==> config.mk <==
export PLATFORM = sky130hd
export DESIGN_NAME = rx_frame_ctrl
export DESIGN_NICKNAME = d
export VERILOG_FILES = /design/src/rtl/rx_frame_ctrl.sv
export SDC_FILE = /design/constraint.sdc
export NUM_CORES = 1
export LEC_CHECK = 0
export ABC_CLOCK_PERIOD_IN_PS = 2800
export CAP_MARGIN = 40
export CORE_MARGIN = 2
export CORE_UTILIZATION = 56
export CTS_CLUSTER_DIAMETER = 100
export DETAILED_ROUTE_END_ITERATION = 10
export GPL_TIMING_DRIVEN = 0
export PLACE_DENSITY = 0.85
export SLEW_MARGIN = 20
export SYNTH_ARGS = -nofsm -noshare
export SYNTH_HDL_FRONTEND = slang
export SYNTH_SLANG_ARGS = --single-unit
==> constraint.sdc <==
create_clock -name i_clk -period 2.8 [get_ports i_clk]
set_input_delay 0.56 -clock i_clk [delete_from_list [all_inputs] [get_ports i_clk]]
set_output_delay 0.56 -clock i_clk [all_outputs]
set_load 0.1 [all_outputs]
==> src/rtl/rx_frame_ctrl.sv <==
// Receive-FIFO frame parser: SYNC, LEN, payload, XOR checksum; payload forwarded with valid/ready.
// Optional RX_FRAME_STATS_EN adds saturating good/bad frame counters.
module rx_frame_ctrl #(
    parameter int unsigned MAX_LEN   = 16,
    parameter int unsigned TIMEOUT   = 50000,
    parameter logic [7:0]  SYNC_BYTE = 8'hA5
) (
    input  logic        i_clk,
    input  logic        i_rst,
    input  logic        i_ready,
    input  logic [7:0]  i_D,
    output logic        o_read,
    output logic [7:0]  o_data,
    output logic        o_valid,
    output logic        o_last,
    input  logic        i_out_ready,
    output logic        o_frame_ok,
    output logic        o_frame_err,
`ifdef RX_FRAME_STATS_EN
    output logic [15:0] o_good_cnt,
    output logic [15:0] o_bad_cnt,
`endif
    output logic [1:0]  o_err_code
);

    typedef enum logic [1:0] {
        HUNT,
        LEN,
        DATA,
        CHK
    } state_t;

    localparam logic [7:0]  MAX_LEN_B = 8'(MAX_LEN);
    localparam logic [15:0] TMO_LAST  = 16'(TIMEOUT - 1);

    state_t      state_q, state_d;
    logic [7:0]  cnt_q, cnt_d;
    logic [7:0]  chk_q, chk_d;
    logic [15:0] tmo_q, tmo_d;
    logic [7:0]  data_q, data_d;
    logic        valid_q, valid_d;
    logic        last_q, last_d;
    logic        ok_q, ok_d;
    logic        err_q, err_d;
    logic [1:0]  code_q, code_d;
    logic        stalled;

    assign o_read  = i_ready && !i_rst && (state_q != DATA || !valid_q || i_out_ready);
    assign stalled = (state_q == DATA) && valid_q && !i_out_ready;

    always_comb begin
        state_d = state_q;
        cnt_d   = cnt_q;
        chk_d   = chk_q;
        tmo_d   = tmo_q;
        data_d  = data_q;
        valid_d = valid_q;
        last_d  = last_q;
        ok_d    = 1'b0;
        err_d   = 1'b0;
        code_d  = code_q;

        if (valid_q && i_out_ready) begin
            valid_d = 1'b0;
            last_d  = 1'b0;
        end

        case (state_q)
            HUNT: begin
                if (o_read && i_D == SYNC_BYTE) state_d = LEN;
            end
            LEN: begin
                if (o_read) begin
                    chk_d = i_D;
                    cnt_d = i_D;
                    if (i_D > MAX_LEN_B) begin
                        err_d   = 1'b1;
                        code_d  = 2'd2;
                        state_d = HUNT;
                    end else if (i_D == 8'd0) begin
                        state_d = CHK;
                    end else begin
                        state_d = DATA;
                    end
                end
            end
            DATA: begin
                if (o_read) begin
                    data_d  = i_D;
                    valid_d = 1'b1;
                    last_d  = (cnt_q == 8'd1);
                    chk_d   = chk_q ^ i_D;
                    cnt_d   = cnt_q - 8'd1;
                    if (cnt_q == 8'd1) state_d = CHK;
                end
            end
            CHK: begin
                if (o_read) begin
                    if (i_D == chk_q) begin
                        ok_d   = 1'b1;
                        code_d = 2'd0;
                    end else begin
                        err_d  = 1'b1;
                        code_d = 2'd1;
                    end
                    state_d = HUNT;
                end
            end
            default: state_d = HUNT;
        endcase

        // A pop in the expiry cycle wins; downstream stall freezes the idle count.
        if (state_q != HUNT) begin
            if (o_read) begin
                tmo_d = '0;
            end else if (!stalled) begin
                if (tmo_q == TMO_LAST) begin
                    err_d   = 1'b1;
                    code_d  = 2'd3;
                    state_d = HUNT;
                end else begin
                    tmo_d = tmo_q + 16'd1;
                end
            end
        end
        if (state_d == HUNT) tmo_d = '0;
    end

    always_ff @(posedge i_clk) begin
        if (i_rst) begin
            state_q <= HUNT;
            cnt_q   <= '0;
            chk_q   <= '0;
            tmo_q   <= '0;
            data_q  <= '0;
            valid_q <= 1'b0;
            last_q  <= 1'b0;
            ok_q    <= 1'b0;
            err_q   <= 1'b0;
            code_q  <= '0;
        end else begin
            state_q <= state_d;
            cnt_q   <= cnt_d;
            chk_q   <= chk_d;
            tmo_q   <= tmo_d;
            data_q  <= data_d;
            valid_q <= valid_d;
            last_q  <= last_d;
            ok_q    <= ok_d;
            err_q   <= err_d;
            code_q  <= code_d;
        end
    end

    assign o_data      = data_q;
    assign o_valid     = valid_q;
    assign o_last      = last_q;
    assign o_frame_ok  = ok_q;
    assign o_frame_err = err_q;
    assign o_err_code  = code_q;

`ifdef RX_FRAME_STATS_EN
    logic [15:0] good_q, good_d;
    logic [15:0] bad_q, bad_d;

    always_comb begin
        good_d = good_q;
        bad_d  = bad_q;
        if (ok_q && good_q != '1) good_d = good_q + 16'd1;
        if (err_q && bad_q != '1) bad_d = bad_q + 16'd1;
    end

    always_ff @(posedge i_clk) begin
        if (i_rst) begin
            good_q <= '0;
            bad_q  <= '0;
        end else begin
            good_q <= good_d;
            bad_q  <= bad_d;
        end
    end

    assign o_good_cnt = good_q;
    assign o_bad_cnt  = bad_q;
`endif

endmodule
Yosys cells after proc, flatten, opt, wreduce, memory -nomap -nowiden --
Index checks and enable logic that the tools add are counted. Widths: inputs -> output; s select.
Operators by class: bitwise gates (word level) 3, $lt $le $gt $ge 1, reduce and logical (&&, ||, !) cells 21, add/subtract/negate cells 2, mux-type cells 45, equal/unequal tests 12
Operator list (count):
- $mux 16 | 3
- $mux 2 | 17
- $pmux 8 s2 | 2
- $mux 8 | 3
- $mux 1 | 17
- $add 16x1->16 const B | 1
- $eq 16x16->1 const B | 1
- $ne 2x2->1 const B | 5
- $eq 8x1->1 const B | 1
- $eq 8x8->1 | 1
- $eq 8x8->1 const B | 1
- $gt 8x5->1 const B | 1
- $logic_not 8->1 | 1
- $pmux 2 s4 | 1
- $sub 8x1->8 const B | 1
- $xor 8x8->8 | 1
- $logic_and 1x1->1 | 6
- $reduce_and 3->1 | 2
- $eq 2x2->1 const B | 2
- $logic_not 2->1 | 2
- $pmux 2 s2 | 1
- $reduce_bool 2->1 | 2
- $logic_not 1->1 | 3
- $reduce_or 3->1 | 1
- 6 further kinds | 8
Storage, ports and cells: word-level logic and storage cells 94, flip-flop bits (word level) 48, output and inout port bits 15

Longest topological paths before layout --
depth after elaboration 13, gate-level depth with buffers 9

Worst setup path after synthesis --
Ideal clock, no wire load.
path kind reg2reg, start register valid_q (netlist: o_valid), end register tmo_q[10], buffers on the path 1, required time 2.722 ns, library setup time 0.078 ns, period minus slack after synthesis 2.671 ns, arrival time 2.593 ns, cell stages (with the launch flop) 8, path slack 0.129 ns, cell sequence dfxtp_1 > nand4bb_1 > nand2_1 > inv_1 > nand3_1 > a31o_4 > buf_6 > nor3_1
On the way: longest elaborated chain between the ends 13, elaborated cells between the ends (all ways) 22
RTL lines:
- start: declaration | RTL line 41 | logic valid_q, valid_d;
- start signal: assignment | RTL line 147 | valid_q <= valid_d;
- $logic_not 1->1 (*) | RTL line 48 | assign o_read = i_ready && !i_rst && (state_q != DATA || !valid_q || i_out_ready);
- $logic_or 1x1->1 (*) (2 in series) | RTL line 48
- $logic_and 1x1->1 (*) | RTL line 48
- named net o_read | RTL line 12 | output logic o_read,
- $logic_and 1x1->1 | RTL line 70 | if (o_read && i_D == SYNC_BYTE) state_d = LEN;
- $mux 2 | RTL line 70
- $pmux 2 s4 | RTL line 68 | case (state_q)
- $mux 2 | RTL line 117 | if (tmo_q == TMO_LAST) begin
- $mux 2 | RTL line 116 | end else if (!stalled) begin
- $mux 2 | RTL line 114 | if (o_read) begin
- $mux 2 | RTL line 113 | if (state_q != HUNT) begin
- $logic_not 2->1 | RTL line 126 | if (state_d == HUNT) tmo_d = '0;
- $reduce_or 2->1 (no line)
- end signal: assignment | RTL line 145 | tmo_q <= tmo_d;
- end: declaration | RTL line 39 | logic [15:0] tmo_q, tmo_d;
Mark *: on every way through the listed nets, which the timed path passes. The rest lies on a longest branch. A chain may end at the register's enable or synchronous reset.

Worst setup path in the final report --
start input port i_out_ready, end register tmo_q[10]
On the way: longest elaborated chain between the ends 11, elaborated cells between the ends (all ways) 20
RTL lines:
- start: declaration | RTL line 16 | input logic i_out_ready,
- $logic_or 1x1->1 | RTL line 48
- $logic_and 1x1->1 | RTL line 48
- $logic_and 1x1->1 | RTL line 70
- $mux 2 | RTL line 70
- $pmux 2 s4 | RTL line 68
- $mux 2 | RTL line 117
- $mux 2 | RTL line 116
- $mux 2 | RTL line 114
- $mux 2 | RTL line 113
- $logic_not 2->1 | RTL line 126
- $reduce_or 2->1 (no line)
Several ways; a longest one is shown, not always the timed one.

==> results_dict.tcl <==
set metrics [dict create \
    r2r-start "tmo_q[0]" \
    coreArea_um2 4440 \
    fin_skew_ns 0.00563 \
    synth_edf_count 0 \
    regArea_um2 961 \
    ys_warn_count 0 \
    post-dp-hpwl_mm 5.07 \
    vias_per_cell 6.34 \
    root_buffer "clkbuf_8" \
    drive_above_1_share_pct 10.4 \
    grt_setup_unrepaired "false" \
    min_delay_path_depth 2 \
    die-area_um2 5240 \
    antenna_found_initial 0 \
    yosys.area.top_type "dfxtp_1" \
    final_core_util_pct 72.5 \
    synthArstFlopShare_pct 0 \
    synth_top_area_share_pct 36.7 \
    drc_errors 0 \
    yosys-top-cells-area "dfxtp_1, a21oi_1, o21ai_0" \
    reg2reg_slack_ns 0.51 \
    total_leakage_power_nw 1.17 \
    maxCapViolCount 0 \
    setup_viol 0 \
    start_util_pct 59.0 \
    status "finished, final reports clean" \
    drt-initial-drc-count 290 \
    synth.distinct_cells 48 \
    nets 389 \
    final_max_slew_viol_count 0 \
    tightest_slew_ns 0.875 \
    synthCells 336 \
    vias 2706 \
    post-cts-setup-buffer-count 0 \
    synth_nets 351 \
    cts_resized 8 \
    cts.sinks 48 \
    cts_tree "done" \
    numCtsBuffers 5 \
    hold_start "o_last" \
    gr-usage-all-layers_pct 29.3 \
    min_to "o_last" \
    reg2reg_to "tmo_q[12]" \
    ys_seq_area_share_pct 36.7 \
    power_mw 1.26 \
    place.gp.congestion 0.957 \
    fin_crit_ns 2.47 \
    first_pass_iters 5 \
    max_freq_mhz 404 \
    peakVddDrop_v 0.000312 \
    antenna_left 0 \
    grt_max_degree 15 \
    die_height_um 72.4 \
    dpl_worst_slack_ns -0.464 \
    fin_ws_ns 0.327 \
    fp.dieW_um 72.4 \
    worstRegToRegCells 7 \
    crit_path_start "i_out_ready" \
    row_count 24 \
    wire_per_inst_um 17.0 \
    worstSetupPathType "in2reg" \
    grt_pass1_wl_mm 12.1 \
    wirelength_mm 7.28 \
    htreeDepth 2 \
    worstPathArrival_ns 2.65 \
    syn2layout_area_growth_pct 22.9 \
    clockBufferDepth 2 \
    synth_area_um2 2620 \
    clkTransAtPathRegs_ns 0.09 \
    nFillCells 324 \
    grt.overflow.total 0 \
    synth.top_cells.by_count "dfxtp_1, nor2_1, nand2_1, a21oi_1, o21ai_0" \
    hp-class "reg2reg" \
    cts_hold_buf 0 \
    hold_ws_ns 0.483 \
    antenna_cells 0 \
    multiInputGateArea_um2 1540 \
    synth-seq-cells 48 \
    ios 27 \
    synth_flop_cell "dfxtp_1" \
    crit_fanout 10 \
    clk_latency_ns 0.31 \
    worst_setup_path_start_kind "primary input" \
    grt_pass1_vias 2514 \
    port_buffers 17 \
    min_period_over_period_pct 88.3 \
    endpoint_kind "register" \
    crit_required_ns 2.98 \
    p_per_area_nw_per_um2 391 \
    slew-limit-headroom_pct 41.2 \
    syn_avg_cell_area_um2 7.80 \
    hold_violations 0 \
    yosysMostFrequentCell "dfxtp_1" \
]
-- routing by layer --
| metal | global-route usage [%] | routed length, µm | up-vias |
|---|---|---|---|
| met5 | 0 | 0 | - |
| met2 | 46.0 | 3430 | 150 |
| li1 | - | - | 1279 |
| met4 | 9.67 | 113 | 0 |
| met1 | 40.7 | 3120 | 1263 |
| met3 | 5.69 | 616 | 14 |
-- where the power goes --
group          switching, mW  total, mW  internal, mW
logic                 0.0494     0.0702        0.0208
clock network          0.243      0.508         0.265
registers           0.000178      0.682         0.682
-- layout make-up --
type	count	area share [%]
plain buffers	26	3.38
clock buffers	6	2.25
clock inverters	2	1.09
inverters	8	0.932
multi-input cells	254	47.9
flip-flops and latches	48	29.8
well taps	52	2.02
repair buffers	31	12.5
-- worst max path at each step --
stage / slack (ns) / cells past startpoint / endpoint
final: 0.33 / 8 / tmo_q[10]
after global routing: 0.19 / 8 / tmo_q[10]
after CTS: 0.03 / 6 / o_read
after detailed placement: -0.46 / 7 / o_read
after global placement: -0.88 / 6 / o_read
after floorplan: 0.13 / 7 / tmo_q[10]
-- cell usage in the layout, fill, tap and decap left out, types with 2 or more instances in the layout --
master	n
nand3_1	12
buf_2	2
clkdlybuf4s50_1	15
nand3b_1	3
mux2i_1	9
ha_1	3
a311oi_1	4
clkbuf_8	5
nand4_1	6
dfxtp_1	48
o21ai_0	32
a211oi_1	3
nor3b_1	3
a21oi_1	32
a21o_1	3
xnor2_1	9
nor3_1	14
or4b_4	2
nor2_1	35
nor2b_1	2
nor4_1	10
nand2_1	33
xor2_1	8
a211o_1	2
nand2b_1	3
inv_1	7
buf_8	13
and3_1	4
a2111oi_0	2
clkbuf_1	23
-- worst max-delay path: stages --
cell and delay [ns]:
clkdlybuf4s50_1 0.50, nand2b_1 0.11, clkbuf_1 0.21, a21oi_1 0.15
clkbuf_1 0.26, a2111oi_0 0.60, xnor2_1 0.19, nor3_1 0.06
-- state kept, by name, summed over array words and instances (netlist names) --
register     count
chk_q            8
cnt_q            8
o_data           8
o_err_code       2
o_frame_err      1
o_frame_ok       1
o_last           1
o_valid          1
state_q          2
tmo_q           16
-- metrics by stage --
step | TNS [ns] | cell area, µm² | cells
after floorplan | 0 | 2620 | 336
after global placement | -0.893 | 2860 | 405
after detailed placement | -0.477 | 3090 | 420
after CTS | 0 | 3230 | 428
after global routing | 0 | 3220 | 427
final | 0 | 3220 | 427
-- logic make-up after synthesis --
| group | Yosys count | synth area share, % |
|---|---|---|
| xor gates and xnor gates | 17 | 5.68 |
| DFF | 48 | 36.7 |
| adders and majority gates | 3 | 1.43 |
| muxes | 9 | 3.44 |
| AOI/OAI and AO/OA | 88 | 20.3 |
| and+or+nand+nor | 137 | 27.2 |
| buffers and inverters | 34 | 5.30 |
Power figures use the tool's default switching activity.
